File: config.mk
export PLATFORM = sky130hd
export DESIGN_NAME = fwd_operand_mux_pipe
export DESIGN_NICKNAME = d
export VERILOG_FILES = /design/src/rtl/fwd_operand_mux_pipe_pkg.sv /design/src/rtl/fwd_operand_mux_pipe_stage.sv /design/src/rtl/fwd_operand_mux_pipe.sv
export SDC_FILE = /design/constraint.sdc
export NUM_CORES = 1
export LEC_CHECK = 0
export BUFFER_PORTS_ARGS = -buffer_cell sky130_fd_sc_hd__buf_2
export CAP_MARGIN = 30
export CORE_UTILIZATION = 43
export DETAILED_ROUTE_END_ITERATION = 16
export PLACE_DENSITY = 0.79
export SYNTH_ARGS = -nofsm -noshare
export SYNTH_HDL_FRONTEND = slang
export SYNTH_SLANG_ARGS = --single-unit
File: constraint.sdc
create_clock -name clk -period 1.34 [get_ports clk]
set_input_delay 0.268 -clock clk [delete_from_list [all_inputs] [get_ports clk]]
set_output_delay 0.268 -clock clk [all_outputs]
set_load 0.05 [all_outputs]
File: src/rtl/fwd_operand_mux_pipe_pkg.sv
// fwd_operand_mux_pipe_pkg
//   Shared constants for the EX-stage operand forwarding mux.
//   - FWD_SEL_* : forwarding select codes driven by the hazard/forwarding unit
//   - FWD_WIDTH_DEFAULT : default operand width
//   - fwd_sel_in_range : select-code decode helper (zero-extended compare)
package fwd_operand_mux_pipe_pkg;

  localparam int unsigned FWD_WIDTH_DEFAULT = 32;

  typedef enum logic [1:0] {
    FWD_SEL_RF  = 2'd0,
    FWD_SEL_MEM = 2'd1,
    FWD_SEL_WB  = 2'd2
  } fwd_sel_e;

  // The select code is compared as an unsigned value against the number of
  // implemented sources; anything at or above that count is illegal.
  function automatic logic fwd_sel_in_range(input logic [31:0] sel_ext,
                                            input int unsigned num_in);
    return (sel_ext < num_in);
  endfunction

endpackage

File: src/rtl/fwd_operand_mux_pipe_stage.sv
// fwd_pipe_stage
//   One register stage of the forwarding operand pipe, holding
//   {valid, err, data}. Priority: reset > flush > stall > advance.
//   Flush clears only valid/err; data keeps its old contents.
// Ports:
//   clk, reset        : rising-edge clock, synchronous active-high reset
//   stall, flush      : hold / invalidate control
//   d_valid/d_err/d_data : stage input
//   q_valid/q_err/q_data : registered stage output
module fwd_pipe_stage
  import fwd_operand_mux_pipe_pkg::*;
#(
  parameter int unsigned WIDTH = FWD_WIDTH_DEFAULT
) (
  input  logic             clk,
  input  logic             reset,
  input  logic             stall,
  input  logic             flush,
  input  logic             d_valid,
  input  logic             d_err,
  input  logic [WIDTH-1:0] d_data,
  output logic             q_valid,
  output logic             q_err,
  output logic [WIDTH-1:0] q_data
);

  always_ff @(posedge clk) begin
    if (reset) begin
      q_valid <= 1'b0;
      q_err   <= 1'b0;
      q_data  <= '0;
    end else if (flush) begin
      q_valid <= 1'b0;
      q_err   <= 1'b0;
    end else if (!stall) begin
      q_valid <= d_valid;
      q_err   <= d_err;
      q_data  <= d_data;
    end
  end

endmodule

File: src/rtl/fwd_operand_mux_pipe.sv
// fwd_operand_mux_pipe
//   Registered N:1 operand forwarding mux for the EX stage. A combinational
//   front end selects one of NUM_IN packed sources by `sel`; the result then
//   travels through STAGES register stages with stall/flush control.
//   Illegal select codes (sel >= NUM_IN) yield a zero word, and when the
//   operand is valid also raise sel_err at the output.
// Parameters: WIDTH (operand bits), NUM_IN (2..8), SEL_W (2**SEL_W >= NUM_IN),
//   STAGES (1..3).
// Ports:
//   clk, reset  : rising-edge clock, synchronous active-high reset
//   in_valid    : sel/data_in belong to a real instruction
//   sel         : source index, 0 selects data_in[WIDTH-1:0]
//   data_in     : packed sources, source k = data_in[k*WIDTH +: WIDTH]
//   stall/flush : hold all stages / invalidate all stages (flush wins)
//   out_valid, data_out, sel_err : last-stage outputs
//   err_cnt     : (FWD_MUX_ERR_CNT_EN only) saturating count of cycles with
//                 sel_err = 1 and stall = 0; cleared only by reset
// Build option: define FWD_MUX_ERR_CNT_EN to add err_cnt.
module fwd_operand_mux_pipe
  import fwd_operand_mux_pipe_pkg::*;
#(
  parameter int unsigned WIDTH  = FWD_WIDTH_DEFAULT,
  parameter int unsigned NUM_IN = 3,
  parameter int unsigned SEL_W  = 2,
  parameter int unsigned STAGES = 1
) (
  input  logic                    clk,
  input  logic                    reset,
  input  logic                    in_valid,
  input  logic [SEL_W-1:0]        sel,
  input  logic [NUM_IN*WIDTH-1:0] data_in,
  input  logic                    stall,
  input  logic                    flush,
  output logic                    out_valid,
  output logic [WIDTH-1:0]        data_out,
  output logic                    sel_err
`ifdef FWD_MUX_ERR_CNT_EN
  ,
  output logic [7:0]              err_cnt
`endif
);

  logic [31:0]      sel_ext;
  logic             sel_ok;
  logic [WIDTH-1:0] mux;
  logic             err_next;

  // Front end: the loop walks only the implemented sources, so an
  // out-of-range code never matches and the word stays at its zero default.
  always_comb begin
    sel_ext  = 32'(sel);
    sel_ok   = fwd_sel_in_range(sel_ext, NUM_IN);
    mux      = '0;
    for (int unsigned k = 0; k < NUM_IN; k++) begin
      if (sel_ext == k) begin
        mux = data_in[k*WIDTH +: WIDTH];
      end
    end
    err_next = in_valid & ~sel_ok;
  end

  logic             st_valid [STAGES];
  logic             st_err   [STAGES];
  logic [WIDTH-1:0] st_data  [STAGES];

  for (genvar i = 0; i < STAGES; i++) begin : g_stage
    if (i == 0) begin : g_first
      fwd_pipe_stage #(
        .WIDTH (WIDTH)
      ) u_stage (
        .clk     (clk),
        .reset   (reset),
        .stall   (stall),
        .flush   (flush),
        .d_valid (in_valid),
        .d_err   (err_next),
        .d_data  (mux),
        .q_valid (st_valid[i]),
        .q_err   (st_err[i]),
        .q_data  (st_data[i])
      );
    end else begin : g_next
      fwd_pipe_stage #(
        .WIDTH (WIDTH)
      ) u_stage (
        .clk     (clk),
        .reset   (reset),
        .stall   (stall),
        .flush   (flush),
        .d_valid (st_valid[i-1]),
        .d_err   (st_err[i-1]),
        .d_data  (st_data[i-1]),
        .q_valid (st_valid[i]),
        .q_err   (st_err[i]),
        .q_data  (st_data[i])
      );
    end
  end

  assign out_valid = st_valid[STAGES-1];
  assign sel_err   = st_err[STAGES-1];
  assign data_out  = st_data[STAGES-1];

`ifdef FWD_MUX_ERR_CNT_EN
  // Counts the registered error flag, so a stalled error cycle is counted
  // once when it finally advances; flush leaves the count untouched.
  always_ff @(posedge clk) begin
    if (reset) begin
      err_cnt <= '0;
    end else if (sel_err && !stall && (err_cnt != 8'hFF)) begin
      err_cnt <= err_cnt + 8'd1;
    end
  end
`endif

endmodule

---- Yosys cells after proc, flatten, opt, wreduce, memory -nomap -nowiden ----
Index checks and enable logic that the tools add are counted.
word-level totals
  register bits ........................... 34
  bits in latches ......................... 0
  bits in writable memories ............... 0
  bits in read-only memories .............. 0
  input bits .............................. 103
  output and inout bits ................... 34
  word-level logic and storage cells ...... 16
  memories ................................ 0
operators by class
  add/sub/neg operators ................... 0
  multipliers ............................. 0
  div/mod/pow operators ................... 0
  $lt $le $gt $ge ......................... 1
  eq/ne operators ......................... 2
  shifts and indexed selects .............. 0
  mux-type cells .......................... 3
  bitwise gates (word level) .............. 4
  reductions and logical operators ........ 3
operator list
  cell                count
  $mux 32             3
  $not 1->1           3
  $eq 2x1->1 const B  1
  $eq 2x2->1 const B  1
  $logic_not 2->1     1
  $lt 2x2->1 const B  1
  $reduce_and 2->1    1
  $reduce_or 2->1     1
  $and 1x1->1         1

---- Depth between registers and ports, before layout ----
Gate-level depths: netlist (run 1).
  depth in word-level cells ............... 4
  depth in mapped cells ................... 6

---- Hierarchy ----
Synthesis (run 1) repeated with hierarchy kept, for this count alone.
unflattened totals
  cell total of the unflattened synthesis .. 230
  area, all modules ....................... 2359.8 µm²
by module, submodules not included
  module                instances  cells an instance  area an instance (µm²)  seq. area each (µm²)
  fwd_pipe_stage        1          152                1412.6                  680.7
  fwd_operand_mux_pipe  1          78                 947.2                   0.0

---- Worst setup path before layout (run 1) ----
Ideal clock, no wire load.
  kind .................................... input port to flip-flop
  start ................................... input reset
  end ..................................... register g_stage[0].g_first.u_stage.q_data[0]
  arrival time ............................ 0.986 ns
  data required time ...................... 1.194 ns
  setup slack ............................. 0.208 ns
  stages .................................. 3
  buffers on the path ..................... 2
  cells stage by stage .................... clkbuf_1 > clkbuf_1 > a211oi_2
RTL lines
  item                  line                              text
  from (decl)           fwd_operand_mux_pipe.sv:28        input logic reset,
  to (signal assigned)  fwd_operand_mux_pipe_stage.sv:38  q_data <= d_data;
  to (decl)             fwd_operand_mux_pipe_stage.sv:24  output logic [WIDTH-1:0] q_data
No word-level cell between the ends.

---- Final worst setup path (run 1) ----
  start ................................... register g_stage[0].g_first.u_stage.q_data[7]
  end ..................................... output data_out[7]
RTL lines
  item       line                        text
  to (decl)  fwd_operand_mux_pipe.sv:35  output logic [WIDTH-1:0] data_out,
No word-level cell between the ends.

==> impl_metrics.csv, run 1 <==
group,metric,value,unit
outcome,status,"complete, no violations",
synthesis,synth.net_count,294,
worst_setup_path,crit_slowest_cell,"dfxtp_1",
global_routing,overflow,0,
timing,max-slew-margin-rel,38.2,%
floorplanning,fp.coreArea,4850,sq um
timing,drv_slew,0,
pwr,pwr-share-seq,39.2,%
timing,rsz0062_at_grt,"no",
routing,drtIter0Drc,56,
synthesis,avgSynthCellArea,11.7,sq um
cts,clk_pin_slew,0.07,ns
pwr,peakVddDrop,0.568,mV
pwr,p_comb_share,34.9,%
worst_setup_path,required,1.07,ns
timing,worst_slew_pin_slew,0.927,ns
worst_setup_path,crit_path_cell_trace,"buf_2",
worst_setup_path,end_kind,"primary output",
layout,multiInputGateArea,1350,sq um
worst_setup_path,crit_buf_inv,1,
worst_setup_path,crit_family,"flip-flops",
timing,min_period,1.17,ns
synthesis,yosys.area.top_type,"dfxtp_1",
floorplanning,fp.dieArea,5470,sq um
synthesis,synth-seq-area-share,30.6,%
placed_design,place_inst,381,
layout,final_nets,424,
synthesis,synth_area,2230,sq um
layout,register_area,681,sq um
cts,insertion_delay,0.28,ns
pwr,p_clk_share,25.8,%
synthesis,synth-seq-cells,34,
cts,cts_hold_buf,0,
job,cap_viol_max_count,0,
routing,drt-pass1-iter-count,3,
layout,nFillCells,397,
cts,tritoncts,"yes",
pwr,p_leak,1.41,nW
synthesis,synth_cell_types,19,
cts,htree_levels,2,
synthesis,postSynthCellCount,191,
timing,min_period_over_period,87.0,%
timing,tns,0,ns
cts,clkSinkCount,34,
routing,drt-total-wl,5.15,mm
cts,cts_made_buffers,5,
layout,syn_to_final_growth,35.9,%
routing,wire_per_inst,13.3,microns
layout,instances_no_fill,387,
pwr,internal-power,1.89,mW
pwr,pwr_density_cell,933,nW/um^2
hold_path,hold_path_class,"primary input to register",
layout,drive_above_1_share,66.6,%
worst_setup_path,startpoint_type,"register",
timing,finalClockSkew,0,ns
placed_design,portBuffers,136,
global_routing,track_usage,19.1,%
cts,cts-resized-gates,0,
worst_setup_path,critical_path_arrival,0.90,ns
global_routing,antenna_found_initial,0,
floorplanning,die_x,73.9,microns
placed_design,hpwl,3.96,mm
routing,drcViolationCount,0,
cts,clock_path_buffers,2,
pwr,switching_share,32.8,%
pwr,total_power,2.82,mW
worst_setup_path,critPathMaxFanout,2,
timing,fmax,0.858,GHz
routing,ant_nets,0,
layout,n_antenna_cell,0,
synthesis,ys_warn_count,0,
floorplanning,die_h,73.9,microns
timing,setup_viol,0,
floorplanning,rows,25,
cts,clk_root_buffer_cell,"clkbuf_8",
global_routing,grt_pass1_wl,7.96,mm
floorplanning,initial_core_util,45.9,%
floorplanning,io_pins,137,
routing,via_per_inst,5.01,
worst_setup_path,path_class,"register to primary output",
routing,via_count,1939,
cts,post_cts_buffers,0,
worst_setup_path,slowest_delay,0.34,ns
pwr,switching_power,926,uW
global_routing,grt_max_degree,35,
timing,final-hold-violation-count,0,
synthesis,synth_top_area_share,30.6,%
synthesis,synth.top_cells.by_area,"dfxtp_1 31%, a2bb2oi_2 20%, a211oi_2 17%",
global_routing,grt_pass1_vias,1868,
placed_design,place_congestion,0.719,
-- final cells by class --
type                    count  share of cell area (%)
repair buffers            145                    27.2
well taps                  67                    2.77
flip-flops and latches     34                    22.5
clock buffers               6                    2.73
multi-input cells         135                    44.8
-- logic make-up after synthesis --
group,Yosys count,synth area share (%)
AOI/OAI and AO/OA,66,39.2
buffers and inverters,22,8.83
DFF,34,30.6
muxes,32,14.4
and+or+nand+nor,37,7.03
-- layout by cell type, fill, tap and decap left out --
master and n:
nor3_1 2, buf_12 6, a21oi_1 1, dfxtp_1 34, nor2b_4 1, a211oi_2 30, nor2_1 32, buf_4 3
a32oi_1 1, a2bb2oi_2 30, buf_2 136, nor2b_1 1, a211oi_1 2, a2bb2oi_1 2, nor2_4 1, clkbuf_8 6
mux2i_1 32
-- routing by layer --
layer / track usage (%) / part of all wire (%) / vias up
li1: - / - / 987
met1: 20.0 / 40 / 871
met2: 36.3 / 52 / 73
met3: 5.83 / 7.0 / 8
met4: 6.20 / 1.4 / 0
met5: 0 / 0 / -
-- metrics by stage --
stage                     instance area (sq um)  setup WS, ns  utilization (%)  hold slack (ns)
after CTS                                  3020         0.171             62.4            0.214
after detailed placement                   2940        0.0157             60.7            0.495
after floorplan                            2230         0.208                -            0.347
after global routing                       3020         0.133             62.4            0.215
final                                      3020         0.174             62.4            0.225
after global placement                     2940        0.0449             60.7            0.484
-- power by group through the flow --
stage          clock network, mW  logic (mW)  registers (mW)
6_report                   0.728       0.985            1.11
5_1_grt                    0.798        1.05            1.11
4_1_cts                    0.758       0.996            1.11
3_5_place_dp                   0       0.996            1.13
3_3_place_gp                   0       0.973            1.13
2_1_floorplan                  0       0.492            1.36
-- Yosys cell counts --
library cell   n
a2bb2oi_2     30
dfxtp_1       34
buf_2         10
nor3_1         2
buf_12         3
a21oi_1        1
nor2b_4        1
nor2b_1        1
a2bb2oi_1      2
nor2_1        32
a211oi_2      30
clkbuf_1       3
a211oi_1       2
a32oi_1        1
buf_6          2
buf_4          1
nor2_2         1
buf_8          3
mux2i_1       32
-- state kept, by name (all words and copies together), names as in the netlist --
signal	flops
g_stage.g_first.u_stage.q_err	1
g_stage.g_first.u_stage.q_data	32
g_stage.g_first.u_stage.q_valid	1
-- final timing paths --
path	start	slack, ns	to	depth (start not counted)
setup reg to reg	g_stage[0].g_first.u_stage.q_data[29]$_SDFFE_PP0P_	0.65	g_stage[0].g_first.u_stage.q_data[29]$_SDFFE_PP0P_	2
hold / removal	flush	0.23	g_stage[0].g_first.u_stage.q_valid$_SDFFE_PP0N_	2
setup / recovery	g_stage[0].g_first.u_stage.q_data[7]$_SDFFE_PP0P_	0.17	data_out[7]	1
hold reg to reg	g_stage[0].g_first.u_stage.q_data[13]$_SDFFE_PP0P_	0.50	g_stage[0].g_first.u_stage.q_data[13]$_SDFFE_PP0P_	2
Note: power is estimated with default switching activity, not from simulation.
==> inputs of run 2 (changes only) <==
CAP_MARGIN = 20   (was 30)
CORE_UTILIZATION = 45   (was 43)
PLACE_DENSITY = 0.82   (was 0.79)
clock period = 1.41 ns   (was 1.34 ns; I/O delays follow)
==> run 2 against run 1 <==
  * Power is 3.4% lower
  * Sequential power decreased by 5%
  * Via count is 1.5% higher
  * Clock power up 0.5%
  * Setup slack improved by 0.059 ns
  * Utilization grew 1.7 points
==> impl_metrics.csv, run 2 (same netlist as run 1, synthesis figures left out) <==
group,metric,value,unit
global_routing,antenna_found_initial,0,
cts,clk_pin_slew,0.07,ns
global_routing,overflow,0,
layout,layout_commonest_cell,"buf_2",
routing,via_count,1968,
layout,multiInputGateArea,1350,sq um
pwr,switching_power,905,uW
worst_setup_path,r2r_slack,0.73,ns
placed_design,pre_cts_slack,0.132,ns
global_routing,grt_pass1_wl,8.10,mm
routing,wire_per_inst,13.4,microns
layout,largest_reg_flops,32,
cts,tritoncts,"yes",
layout,final_nets,424,
worst_setup_path,r2r_end,"g_stage[0].g_first.u_stage.q_data[13]$_SDFFE_PP0P_",
placed_design,place_inst,381,
placed_design,place_congestion,0.741,
cts,clkSinkCount,34,
layout,top_register,"g_stage.g_first.u_stage.q_data",
job,cap_viol_max_count,0,
floorplanning,io_pins,137,
floorplanning,fp.coreArea,4750,sq um
routing,drtIter0Drc,43,
worst_setup_path,startpoint_type,"register",
timing,fmax,0.850,GHz
cts,htree_levels,2,
timing,finalClockSkew,0,ns
pwr,p_clk_share,26.9,%
layout,design_area,3050,sq um
routing,via_per_inst,5.06,
cts,insertion_delay,0.28,ns
global_routing,grt_max_degree,35,
timing,min_period,1.18,ns
layout,utilization,64.1,%
timing,setup_viol,0,
timing,worst_slew_pin_slew,0.293,ns
timing,tns,0,ns
placed_design,placed_area,2950,sq um
pwr,pwr_density_cell,895,nW/um^2
routing,drt-total-wl,5.20,mm
worst_setup_path,path_class,"register to primary output",
routing,ant_nets,0,
routing,drt-pass1-iter-count,4,
timing,max-slew-margin-rel,80.5,%
pwr,p_comb_share,34.5,%
layout,register_area,681,sq um
pwr,peakVddDrop,0.615,mV
pwr,switching_share,33.2,%
worst_setup_path,critPathLaunch,"g_stage[0].g_first.u_stage.q_data[6]$_SDFFE_PP0P_",
placed_design,hpwl,4.02,mm
worst_setup_path,critical_path_arrival,0.89,ns
worst_setup_path,worstRegToRegCells,2,
cts,clock_path_buffers,2,
timing,rsz0062_at_grt,"no",
worst_setup_path,critPathMaxFanout,2,
pwr,p_leak,1.42,nW
worst_setup_path,crit_slowest_cell,"dfxtp_1",
floorplanning,rows,25,
hold_path,hold_path_class,"primary input to register",
layout,instances_no_fill,389,
timing,final-hold-violation-count,0,
cts,cts-resized-gates,0,
worst_setup_path,crit_path_cell_trace,"buf_2",
global_routing,grt_pass1_vias,1947,
layout,n_antenna_cell,0,
worst_setup_path,required,1.13,ns
cts,clk_root_buffer_cell,"clkbuf_8",
timing,min_period_over_period,83.5,%
cts,cts_hold_buf,0,
timing,drv_slew,0,
cts,cts_made_buffers,5,
floorplanning,die_x,72.3,microns
worst_setup_path,crit_family,"flip-flops",
global_routing,track_usage,19.7,%
timing,whs,0.235,ns
floorplanning,die_h,72.3,microns
pwr,pwr-share-seq,38.6,%
layout,syn_to_final_growth,36.8,%
placed_design,portBuffers,136,
worst_setup_path,critPathCapture,"data_out[6]",
pwr,internal-power,1.82,mW
worst_setup_path,end_kind,"primary output",
layout,drive_above_1_share,66.5,%
layout,top_regs,"g_stage.g_first.u_stage.q_data x32, g_stage.g_first.u_stage.q_err x1, g_stage.g_first.u_stage.q_valid x1",
cts,post_cts_buffers,0,
pwr,total_power,2.73,mW
routing,drcViolationCount,0,
worst_setup_path,path_depth,1,
outcome,status,"complete, no violations",
worst_setup_path,crit_buf_inv,1,
timing,layout_setup_ws,0.233,ns
layout,layout_common_cells,"136 x buf_2, 34 x dfxtp_1, 32 x mux2i_1, 32 x nor2_1",
worst_setup_path,slowest_delay,0.34,ns
floorplanning,fp.dieArea,5230,sq um
worst_setup_path,rr_startpoint,"g_stage[0].g_first.u_stage.q_data[13]$_SDFFE_PP0P_",
floorplanning,initial_core_util,46.8,%
layout,nFillCells,423,
==> run 2: changes by cell type in the layout (fill, tap and decap cells not counted), sizes merged <==
cell,before,now
clkbuf,6,7
clkinv,0,1
==> run 2: final cells by class <==
type | count | area share (%)
tap | 67 | 2.75
timing repair buffer | 145 | 27.4
clock buffer | 7 | 2.83
multi-input combinational | 135 | 44.5
clock inverter | 1 | 0.164
sequential | 34 | 22.4
==> run 2: per-layer routing <==
metal  up-vias  routed length, microns  global-route usage, %
met1       903                    2040                   19.9
met3         9                     295                   4.44
met4         0                      99                   8.06
li1        982                       -                      -
met5         -                       0                      0
met2        74                    2760                   38.4
==> run 2: power by group through the flow <==
stage | sequential [mW] | combinational [mW] | clock (mW)
2_1_floorplan | 1.29 | 0.467 | 0
3_3_place_gp | 1.07 | 0.928 | 0
3_5_place_dp | 1.07 | 0.949 | 0
4_1_cts | 1.05 | 0.949 | 0.762
5_1_grt | 1.06 | 0.997 | 0.795
6_report | 1.05 | 0.941 | 0.732
==> run 2: worst min-delay path by stage <==
| stage | start | cells past startpoint | endpoint |
|---|---|---|---|
| after floorplan | flush | 1 | g_stage[0].g_first.u_stage.q_err$_SDFFE_PP0N_ |
| after detailed placement | g_stage[0].g_first.u_stage.q_data[14]$_SDFFE_PP0P_ | 2 | g_stage[0].g_first.u_stage.q_data[14]$_SDFFE_PP0P_ |
| after global placement | g_stage[0].g_first.u_stage.q_data[13]$_SDFFE_PP0P_ | 2 | g_stage[0].g_first.u_stage.q_data[13]$_SDFFE_PP0P_ |
| after global routing | flush | 2 | g_stage[0].g_first.u_stage.q_valid$_SDFFE_PP0N_ |
| after CTS | flush | 2 | g_stage[0].g_first.u_stage.q_err$_SDFFE_PP0N_ |
| final | flush | 2 | g_stage[0].g_first.u_stage.q_valid$_SDFFE_PP0N_ |
